### config.mk
export PLATFORM = sky130hd
export DESIGN_NAME = mfp_row_window
export DESIGN_NICKNAME = d
export VERILOG_FILES = /design/src/rtl/mfp_row_window_pkg.sv /design/src/rtl/mfp_window_shreg.sv /design/src/rtl/mfp_row_window.sv
export SDC_FILE = /design/constraint.sdc
export NUM_CORES = 1
export LEC_CHECK = 0
export ABC_AREA = 1
export CORE_UTILIZATION = 45
export DETAILED_ROUTE_END_ITERATION = 12
export GPL_TIMING_DRIVEN = 0
export PLACE_DENSITY = 0.7
export SLEW_MARGIN = 20
export SYNTH_ARGS = -nofsm -noshare
export SYNTH_HDL_FRONTEND = slang
export SYNTH_SLANG_ARGS = --single-unit
### constraint.sdc
create_clock -name clk -period 4.2 [get_ports clk]
set_input_delay 0.63 -clock clk [delete_from_list [all_inputs] [get_ports clk]]
set_output_delay 0.63 -clock clk [all_outputs]
set_load 0.005 [all_outputs]
### src/rtl/mfp_row_window_pkg.sv
// Shared MFP definitions for the row-window slice.
// Holds the row-window state encoding and a small helper used to size
// the border logic. Pixels are carried as raw two's-complement bit
// vectors; nothing here performs arithmetic on them.
package mfp_row_window_pkg;

  // Row-window sequencer states, fixed 2-bit encoding.
  typedef enum logic [1:0] {
    ST_FILL  = 2'd0,
    ST_RUN   = 2'd1,
    ST_FLUSH = 2'd2
  } row_state_e;

  // Half window length: pixels needed on each side of the centre.
  function automatic int half_len(input int arr_l);
    return arr_l / 2;
  endfunction

endpackage

### src/rtl/mfp_window_shreg.sv
// ArrL-deep pixel shift register with left-border load and right-border
// replicate.
//   clk, aclr  : clock, asynchronous active-high clear
//   load_all   : write din into every element (pixel 0 of a row)
//   shift      : shift toward element 0; the new pixel enters element ArrL-1
//   replicate  : with shift, re-insert the newest element instead of din
//   din        : incoming pixel
//   arr_q      : registered window, element 0 in the LSBs
//   arr_d      : value arr_q takes on the next edge
module mfp_window_shreg
  import mfp_row_window_pkg::*;
#(
  parameter int In1W = 8,
  parameter int ArrL = 7
) (
  input  logic                 clk,
  input  logic                 aclr,
  input  logic                 load_all,
  input  logic                 shift,
  input  logic                 replicate,
  input  logic [In1W-1:0]      din,
  output logic [In1W*ArrL-1:0] arr_q,
  output logic [In1W*ArrL-1:0] arr_d
);

  logic [In1W-1:0] newest;
  logic [In1W-1:0] shift_din;

  assign newest = arr_q[In1W*ArrL-1 -: In1W];

  // Load-all takes priority over shift; the caller never asserts both.
  always_comb begin
    arr_d     = arr_q;
    shift_din = replicate ? newest : din;
    if (load_all) begin
      arr_d = {ArrL{din}};
    end else if (shift) begin
      arr_d = {shift_din, arr_q[In1W*ArrL-1:In1W]};
    end
  end

  always_ff @(posedge clk or posedge aclr) begin
    if (aclr) begin
      arr_q <= '0;
    end else begin
      arr_q <= arr_d;
    end
  end

endmodule

### src/rtl/mfp_row_window.sv
// Row window generator: turns a stream of pixels into one ArrL-wide
// window per pixel, with replicate padding at both row borders.
//   clk       : rising-edge clock
//   aclr      : asynchronous active-high clear
//   en        : global enable, freezes everything when low
//   in_valid  : in_data valid
//   in_sol    : start of row, qualified by in_valid
//   in_data   : pixel (In1W bits)
//   in_ready  : en and not flushing (combinational)
//   win_arr   : window, element 0 (LSBs) is the leftmost pixel
//   win_valid : win_arr holds a new window for this enabled cycle
//   win_sol   : window centre is x=0
//   win_eol   : window centre is x=RowL-1
module mfp_row_window
  import mfp_row_window_pkg::*;
#(
  parameter int In1W = 8,
  parameter int ArrL = 7,
  parameter int RowL = 640
) (
  input  logic                 clk,
  input  logic                 aclr,
  input  logic                 en,
  input  logic                 in_valid,
  input  logic                 in_sol,
  input  logic [In1W-1:0]      in_data,
  output logic                 in_ready,
  output logic [In1W*ArrL-1:0] win_arr,
  output logic                 win_valid,
  output logic                 win_sol,
  output logic                 win_eol
);

  localparam int H  = half_len(ArrL);
  localparam int PW = (RowL > 1) ? $clog2(RowL) : 1;
  localparam int FW = (H > 0) ? $clog2(H + 1) : 1;

  localparam logic [PW-1:0] PixHalf = PW'(H);
  localparam logic [PW-1:0] PixFill = PW'(H - 1);
  localparam logic [PW-1:0] PixLast = PW'(RowL - 1);
  localparam logic [FW-1:0] FlLast  = FW'(H - 1);

  row_state_e state_q, state_d;
  logic [PW-1:0] pix_cnt_q, pix_cnt_d;
  logic [FW-1:0] flush_cnt_q, flush_cnt_d;
  logic [In1W*ArrL-1:0] win_arr_q, win_arr_d;
  logic win_valid_q, win_valid_d;
  logic win_sol_q, win_sol_d;
  logic win_eol_q, win_eol_d;

  logic accept;
  logic flush_step;
  logic row_start;
  logic emit;
  logic [In1W*ArrL-1:0] shreg_arr;
  logic [In1W*ArrL-1:0] shreg_next;

  assign in_ready   = en && (state_q != ST_FLUSH);
  assign accept     = in_valid && in_ready;
  assign flush_step = en && (state_q == ST_FLUSH);
  // pix_cnt is only zero while waiting for pixel 0, so an explicit
  // in_sol there is harmless; elsewhere it restarts the row.
  assign row_start  = accept && (in_sol || (pix_cnt_q == '0));

  mfp_window_shreg #(
    .In1W(In1W),
    .ArrL(ArrL)
  ) u_shreg (
    .clk      (clk),
    .aclr     (aclr),
    .load_all (row_start),
    .shift    ((accept && !row_start) || flush_step),
    .replicate(flush_step),
    .din      (in_data),
    .arr_q    (shreg_arr),
    .arr_d    (shreg_next)
  );

  // The window register captures the shift register's next value, so a
  // window appears one cycle after the accept or flush step that forms it.
  // Flag outputs are pulses: cleared on every enabled cycle, held when en=0.
  always_comb begin
    state_d     = state_q;
    pix_cnt_d   = pix_cnt_q;
    flush_cnt_d = flush_cnt_q;
    win_arr_d   = win_arr_q;
    win_valid_d = win_valid_q;
    win_sol_d   = win_sol_q;
    win_eol_d   = win_eol_q;
    emit        = 1'b0;

    if (en) begin
      win_valid_d = 1'b0;
      win_sol_d   = 1'b0;
      win_eol_d   = 1'b0;
    end

    if (row_start) begin
      pix_cnt_d   = PW'(1);
      flush_cnt_d = '0;
      state_d     = (H <= 1) ? ST_RUN : ST_FILL;
    end else if (accept) begin
      if (pix_cnt_q == PixLast) begin
        pix_cnt_d = '0;
        state_d   = ST_FLUSH;
      end else begin
        pix_cnt_d = pix_cnt_q + PW'(1);
        if ((state_q == ST_FILL) && (pix_cnt_q == PixFill)) begin
          state_d = ST_RUN;
        end
      end
      if (state_q == ST_RUN) begin
        emit      = 1'b1;
        win_sol_d = (pix_cnt_q == PixHalf);
      end
    end else if (flush_step) begin
      emit = 1'b1;
      if (flush_cnt_q == FlLast) begin
        flush_cnt_d = '0;
        state_d     = ST_FILL;
        win_eol_d   = 1'b1;
      end else begin
        flush_cnt_d = flush_cnt_q + FW'(1);
      end
    end

    if (emit) begin
      win_valid_d = 1'b1;
      win_arr_d   = shreg_next;
    end
  end

  always_ff @(posedge clk or posedge aclr) begin
    if (aclr) begin
      state_q     <= ST_FILL;
      pix_cnt_q   <= '0;
      flush_cnt_q <= '0;
      win_arr_q   <= '0;
      win_valid_q <= 1'b0;
      win_sol_q   <= 1'b0;
      win_eol_q   <= 1'b0;
    end else begin
      state_q     <= state_d;
      pix_cnt_q   <= pix_cnt_d;
      flush_cnt_q <= flush_cnt_d;
      win_arr_q   <= win_arr_d;
      win_valid_q <= win_valid_d;
      win_sol_q   <= win_sol_d;
      win_eol_q   <= win_eol_d;
    end
  end

  assign win_arr   = win_arr_q;
  assign win_valid = win_valid_q;
  assign win_sol   = win_sol_q;
  assign win_eol   = win_eol_q;

  // Present for completeness; the shift register's own output is only
  // observed through win_arr.
  logic unused_shreg;
  assign unused_shreg = ^shreg_arr;

endmodule

==> flow_summary.toml, run 1 <==
[pwr]
vdd_drop_max_mv = 0.2844
cellPowerDensity_nw_per_um2 = 661.5
p_leak_nw = 3.864

[synthesis]
yosysWarnings = 0
synth_area_leaders = "dfrtp_1, nand2_1, nand3_1"
syn_nets = 724
synth-seq-cells = 129
yosysUniqueCellTypes = 23
synth-simple-area-share_pct = 30.87
ys_seq_area_share_pct = 56.12
synth_area_sq_um = 5752
avgSynthCellArea_sq_um = 8.124
synthAdderAreaFrac_pct = 0.6526
synth_top_area_share_pct = 56.12
syn_inst = 708
synth.area.mux_share_pct = 0
synth_compound_area_share_pct = 2.676
synth_xor_area_share_pct = 0.6091
synth.largest_area_cell = "dfrtp_1"
synth_top_family_by_area = "simple AND/OR/NAND/NOR gates"

[cts]
cts_max_level = 4
clock_path_buffers = 2
root_buffer = "clkbuf_16"
cts_tree = "yes"
numClockSinks = 129
clk_pin_slew_ns = 0.05
postCtsHoldBufs = 0
postCtsResizedCells = 0
cts_setup_buffers = 0
cts_buffers = 17
clk_latency_ns = 0.43

[timing]
hold_slack_ns = 0.4759
post-route-period-util_pct = 58.56
rsz0062_at_grt = "false"
fmax_ghz = 0.4066
slew_viol_final = 0
hold_viol = 0
tightest_slew_ns = 0.5682
finalCriticalPeriod_ns = 2.459
setup_viol = 0
fin_skew_ns = 0.008605
slew_headroom_pct = 62.12

[setup_path]
critPathRequiredTime_ns = 3.57
worst_setup_path_start_kind = "primary input"
endpoint_kind = "primary output"
critPathArrivalTime_ns = 1.83
crit_fanout = 5
crit_type = "in -> out"

[layout]
n_antenna_cell = 0
mostFrequentLayoutCell = "nand2_1"
nNetsFinal = 816
drive_gt1_share_pct = 8.979
area_delta_synth_final_pct = 27.52
final_cell_area_sq_um = 7335
mostFrequentLayoutCells = "nand2_1, dfrtp_1, nand3_1"

[drt]
vias_per_cell = 4.984
drcViolationCount = 0
drtIter0Drc = 464
vias = 4889
wl_met1_um = 6785
dr.pass1.iters = 7
ant_nets = 0
met3_length_um = 799
postRouteWirelength_um = 15010
wl_per_cell_um = 15.30
dr_wl_met2_um = 7222
top_layer = "met4"

[run]
maxCapViolations = 0

[global_route]
track_usage_pct = 24.78
grt_max_degree = 68
grt_pass1_vias = 4723
antenna_found_initial = 0
grt-ovfl-total = 0
grt_pass1_wl_um = 24360

[floorplanning]
initial_core_util_pct = 47.10
die_h_um = 115.1
rows = 40
die_x_um = 115.1
num_io_pins = 73
die_area_sq_um = 13240
core-area_sq_um = 12210

[place]
placed_cell_area_sq_um = 6718
place_congestion = 0.8725
hpwl_um = 10330
portBuffers = 72

[status]
status = "completed"

[hold_path]
min_path_type = "reg -> reg"
-- report_power, final --
part           internal (mW)  switching (mW)
sequential              1.69           0.201
clock                  0.993           0.534
combinational          0.761           0.674
total                   3.44            1.41
-- worst max-delay path, cell delays in order --
cell	delay [ns]
clkdlybuf4s50_1	0.48
inv_1	0.09
a21oi_1	0.12
clkdlybuf4s50_1	0.51
-- synthesized netlist by cell type --
cell type and n:
inv_1 72, inv_2 10, nand3_2 1, nor2_1 12
nand3_1 104, o31ai_1 2, buf_2 12, xor2_1 4
o21ai_0 13, a21oi_1 4, dfrtp_1 129, buf_6 4
buf_4 10, nand2_2 2, a21oi_4 1, ha_1 3
o22ai_1 6, clkbuf_1 9, nor3_1 2, nand2_1 304
nand4_1 2, and3_1 1, nand3_4 1
-- path summary, 6_finish.rpt --
kind                              start           to  slack [ns]  cells past startpoint
max                                  en     in_ready        1.74                      4
min                          win_arr[0]   win_arr[0]        0.48                      2
max reg2reg                pix_cnt_q[0]  win_arr[28]        1.98                     12
min reg2reg                  win_arr[0]   win_arr[0]        0.48                      2
max in group asynchronous          aclr  win_arr[11]        2.88                      3
min in group asynchronous          aclr  win_arr[29]        0.63                      2
-- per-stage QoR --
stage               setup WS [ns]  cells  setup TNS [ns]  total power [mW]  util (%)
finish                      1.741    981               0             4.852     60.06
global route                1.674    981               0             5.144     60.06
CTS                         1.736    981               0             4.885     60.06
detailed placement          1.580    949               0             3.333     55.01
global placement           -1.622    948         -208.62             3.301     54.72
floorplan                  0.1290    708               0             2.571         -
-- area by class of cell --
type	count	area, sq um
Sequential cell	129	3228
Timing Repair Buffer	73	748.2
Clock inverter	9	128.9
Tap cell	168	210.2
Buffer	35	214.0
Multi-Input combinational cell	462	2002
Clock buffer	23	488.0
Fill cell	1134	4877
Inverter	82	315.3
-- routing by layer --
metal	global-route usage [%]	vias up
met1	33.64	2338
li1	-	2374
met2	39.44	159
met4	7.532	0
met3	6.062	18
met5	0	-
-- cell families after synthesis --
group           Yosys count
xor+xnor                  4
flops                   129
buf+inv                 117
simple gates            429
fa+ha+maj                 3
compound gates           26
-- sequential cells by signal (all words and copies together), names as in the netlist --
register	count
win_sol	1
win_arr	56
flush_cnt_q	2
win_eol	1
u_shreg.arr_q	56
win_valid	1
state_q	2
pix_cnt_q	10
No activity file was read; power rests on OpenSTA's default activity.
==> run 2: changes to the inputs <==
- clock period: 4.2 -> 2 ns (I/O delays scaled with it)
==> flow_summary.toml, run 2 (synthesis gave the netlist of run 1 again) <==
[place]
place_congestion = 0.8851
hpwl_um = 10480
portBuffers = 72
placedCellCount = 952
placed_cell_area_sq_um = 6766

[pwr]
vdd_drop_max_mv = 0.6584
p_leak_nw = 4.003
cellPowerDensity_nw_per_um2 = 1322
p_total_mw = 10.13

[global_route]
grt_max_degree = 34
grt_pass1_vias = 4897
grt-ovfl-total = 0
grt_pass1_wl_um = 24970
antenna_found_initial = 0
track_usage_pct = 24.88

[layout]
utilization_pct = 62.77
multiInputGateArea_sq_um = 2095
fillCellCount = 1093
instances_no_fill = 996
final_cell_area_sq_um = 7665
area_delta_synth_final_pct = 33.26
mostFrequentLayoutCells = "nand2_1, dfrtp_1, nand3_1"
nNetsFinal = 834
mostFrequentLayoutCell = "nand2_1"
drive_gt1_share_pct = 14.98
layout.area.seq_sq_um = 3229
n_antenna_cell = 0

[timing]
tightest_slew_ns = 0.4863
slew_viol_final = 0
fmax_ghz = 0.5242
slew_headroom_pct = 67.58
fin_skew_ns = 0.01141
hold_viol = 0
setup_viol = 0
finalCriticalPeriod_ns = 1.908
hold_slack_ns = 0.1451
post-route-period-util_pct = 95.39

[drt]
dr.pass1.iters = 6
vias = 5048
drtIter0Drc = 399
ant_nets = 0
drcViolationCount = 0
postRouteWirelength_um = 15340
wl_per_cell_um = 15.40
vias_per_cell = 5.068

[floorplanning]
rows = 40
die_x_um = 115.1
initial_core_util_pct = 47.10
num_io_pins = 73
die_h_um = 115.1
core-area_sq_um = 12210
die_area_sq_um = 13240

[setup_path]
endpoint_kind = "flip-flop"
critPathArrivalTime_ns = 2.26
crit_fanout = 6
startpoint = "pix_cnt_q[0]"
worst_setup_path_start_kind = "flip-flop"
crit_type = "reg -> reg"
reg2reg_depth = 11
critPathRequiredTime_ns = 2.35
r2r_start = "pix_cnt_q[0]"

[cts]
cts_buffers = 17
clk_pin_slew_ns = 0.05
root_buffer = "clkbuf_16"
clock_path_buffers = 2
cts_tree = "yes"
clk_latency_ns = 0.42
numClockSinks = 129
cts_max_level = 4
postCtsHoldBufs = 0

[run]
maxCapViolations = 0

[hold_path]
min_path_type = "in -> async"

[status]
status = "completed"
## run 2: changes by cell type in the layout (fill, tap and decap cells not counted), moves of 6 or more
cell,previous run,this run
nand2_1,304,284
nand2_2,2,22
buf_6,4,15
buf_2,12,5
buf_4,10,17
buf_12,0,6
## run 2: final timing paths
kind | end | slack [ns]
max | win_arr[40] | 0.09
min | win_arr[41] | 0.15
max reg2reg | win_arr[40] | 0.09
min reg2reg | win_arr[4] | 0.47
max in group asynchronous | state_q[1] | 1.17
min in group clk | win_arr[4] | 0.47
## run 2: repair_timing
action | 4_1_cts | 5_1_grt
setup buffers | 3 | 12
pin swaps | 3 | 5
resized for setup | 13 | 53
cloned | 0 | 1
endpoints found under the setup margin | 65 | 76
hold endpoints to repair | 0 | 0
## run 2: power by group
part / total [mW] / switching [mW] / internal (mW)
clock: 2.97 / 1.09 / 1.88
sequential: 3.96 / 0.412 / 3.54
combinational: 3.20 / 1.49 / 1.72
total: 10.1 / 2.99 / 7.14
## run 2: stage by stage
stage / setup WS, ns / setup TNS (ns)
3_5_place_dp: -0.3133 / -19.15
6_report: 0.09218 / 0
4_1_cts: 0.0008584 / 0
3_3_place_gp: -1.034 / -147.36
5_1_grt: -0.02820 / -0.2847
2_1_floorplan: 0.1048 / 0
## run 2: worst max-delay path, cell delays in order, from the launching register on
cell and delay, ns:
dfrtp_1 0.39, inv_2 0.09, ha_4 0.13, inv_1 0.04
nor2_2 0.11, nand3_2 0.14, a21oi_4 0.23, buf_12 0.15
nand2_1 0.23, nand2_1 0.22, nand2_1 0.06, nand2_1 0.06
## run 2: layout make-up
type / count / share of cell area, %
buffer: 34 / 3.852
clock buffer: 24 / 6.676
clock inverter: 5 / 0.6856
inverter: 82 / 4.130
multi-input combinational: 462 / 27.33
sequential: 129 / 42.13
tap: 168 / 2.742
timing repair buffer: 92 / 12.46
## run 2: routing by layer
| metal | up-vias | GRT usage, % | share of wire [%] |
|---|---|---|---|
| li1 | 2406 | - | - |
| met1 | 2427 | 34.66 | 46 |
| met2 | 191 | 39.16 | 46 |
| met3 | 24 | 4.270 | 5.4 |
| met4 | 0 | 9.264 | 2.1 |
| met5 | - | 0 | 0 |
==> run 3: changes to the inputs <==
- CTS_BUF_LIST: not set -> sky130_fd_sc_hd__clkbuf_8
- PLACE_DENSITY: 0.7 -> 0.67
- clock period: 2 -> 2.22 ns (I/O delays scaled with it)
==> flow_summary.toml, run 3 (synthesis gave the netlist of run 1 again) <==
[drt]
drtIter0Drc = 429
dr.pass1.iters = 5
postRouteWirelength_um = 14800
wl_met1_um = 6726
met3_length_um = 828
drcViolationCount = 0
ant_nets = 0
dr_wl_met2_um = 6908
wl_per_cell_um = 15.05
top_layer = "met4"
vias = 4855
vias_per_cell = 4.939

[setup_path]
cp_top_family = "simple AND/OR/NAND/NOR gates"
crit_fanout = 10
critPathRequiredTime_ns = 2.56
cp-endpoint = "win_arr[46]"
crit_top_cell = "nand2_1"
crit_buf_inv = 4
crit_type = "reg -> reg"
cp.depth = 13
crit_chain = "inv_2 -> ha_1 -> inv_1 -> nor2_1 -> nand3_2 -> nand3_4 -> buf_4 -> buf_2 -> nand3_1 -> nand3_1 -> nand2_1 -> nand2_1 -> nand2_1"
critPathArrivalTime_ns = 2.41
startpoint = "pix_cnt_q[0]"
r2r_start = "pix_cnt_q[0]"
reg2reg_depth = 13
crit_path_top_delay_cell = "dfrtp_1"
endpoint_kind = "flip-flop"
worst_setup_path_start_kind = "flip-flop"
crit_path_max_incr_delay_ns = 0.41
reg2reg_slack_ns = 0.15
r2r_end = "win_arr[46]"

[timing]
setup_viol = 0
hold_viol = 0
slew_viol_final = 0
final.setup.tns_ns = 0
post-route-period-util_pct = 93.35
setup_ws_ns = 0.1476
fmax_ghz = 0.4825
fin_skew_ns = 0.01334
finalCriticalPeriod_ns = 2.072
tightest_slew_ns = 0.5337
slew_headroom_pct = 64.35

[run]
maxCapViolations = 0

[cts]
cts_max_level = 4
numClockSinks = 129
clk_latency_ns = 0.46
cts_tree = "yes"
root_buffer = "clkbuf_8"
clk_pin_slew_ns = 0.08
cts_buffers = 17
clock_path_buffers = 2

[floorplanning]
core-area_sq_um = 12210
rows = 40
die_h_um = 115.1
die_area_sq_um = 13240
initial_core_util_pct = 47.10
num_io_pins = 73
die_x_um = 115.1

[global_route]
grt_pass1_vias = 4727
track_usage_pct = 24.22
antenna_found_initial = 0
grt-ovfl-total = 0
grt_max_degree = 35
grt_pass1_wl_um = 23800

[layout]
instances_no_fill = 983
final_cell_area_sq_um = 7159
area_delta_synth_final_pct = 24.47
mostFrequentLayoutCell = "nand2_1"
n_antenna_cell = 0
drive_gt1_share_pct = 9.325
mostFrequentLayoutCells = "nand2_1, dfrtp_1, nand3_1"
nNetsFinal = 820

[place]
hpwl_um = 10570
placedCellCount = 952
placed_cell_area_sq_um = 6782
place_ws_ns = -0.1270
place_congestion = 0.8475
portBuffers = 72

[pwr]
vdd_drop_max_mv = 0.4820
p_leak_nw = 3.802
cellPowerDensity_nw_per_um2 = 1144

[status]
status = "completed"

[hold_path]
min_path_type = "in -> async"
[run 3: metrics by stage]
step / hold WS (ns) / power, mW / utilization (%)
floorplan: 0.4654 / 4.865 / -
global placement: 0.4631 / 6.239 / 54.75
detailed placement: 0.4610 / 6.318 / 55.53
CTS: 0.2709 / 8.246 / 58.50
global route: 0.3033 / 8.711 / 58.63
finish: 0.2621 / 8.189 / 58.63
[run 3: routing by layer]
metal  vias to the layer above  track usage (%)
li1                       2376                -
met1                      2298            33.65
met2                       155            37.39
met3                        26            4.744
met4                         0            9.957
met5                         -                0
[run 3: power breakdown]
part	switching, mW	leakage, nW	internal, mW
Combinational	1.27	2.02	1.46
Sequential	0.379	1.58	3.19
Clock	0.885	0.206	1.02
[run 3: layout make-up]
class                           instances  area (sq um)
Timing Repair Buffer                   77         823.3
Clock inverter                         11         100.1
Sequential cell                       129          3228
Clock buffer                           19         261.5
Inverter                               82         311.5
Buffer                                 35         220.2
Multi-Input combinational cell        462          2004
Tap cell                              168         210.2
Fill cell                            1221          5052
[run 3: what timing repair did]
action / CTS / global route
gates resized for setup: 1 / 6
hold buffers: 0 / 0
buffers inserted: 0 / 1
pin swaps: 0 / 2
endpoints found under the setup margin: 4 / 42
[run 3: worst min path at each step]
| stage | start | endpoint | slack, ns | depth (start not counted) |
|---|---|---|---|---|
| 4_1_cts | aclr | win_arr[35] | 0.27 | 2 |
| 6_report | aclr | win_arr[35] | 0.26 | 2 |
| 3_5_place_dp | win_arr[48] | win_arr[48] | 0.46 | 2 |
| 3_3_place_gp | win_arr[5] | win_arr[5] | 0.46 | 2 |
| 2_1_floorplan | win_arr[48] | win_arr[48] | 0.47 | 2 |
| 5_1_grt | aclr | win_arr[35] | 0.30 | 2 |
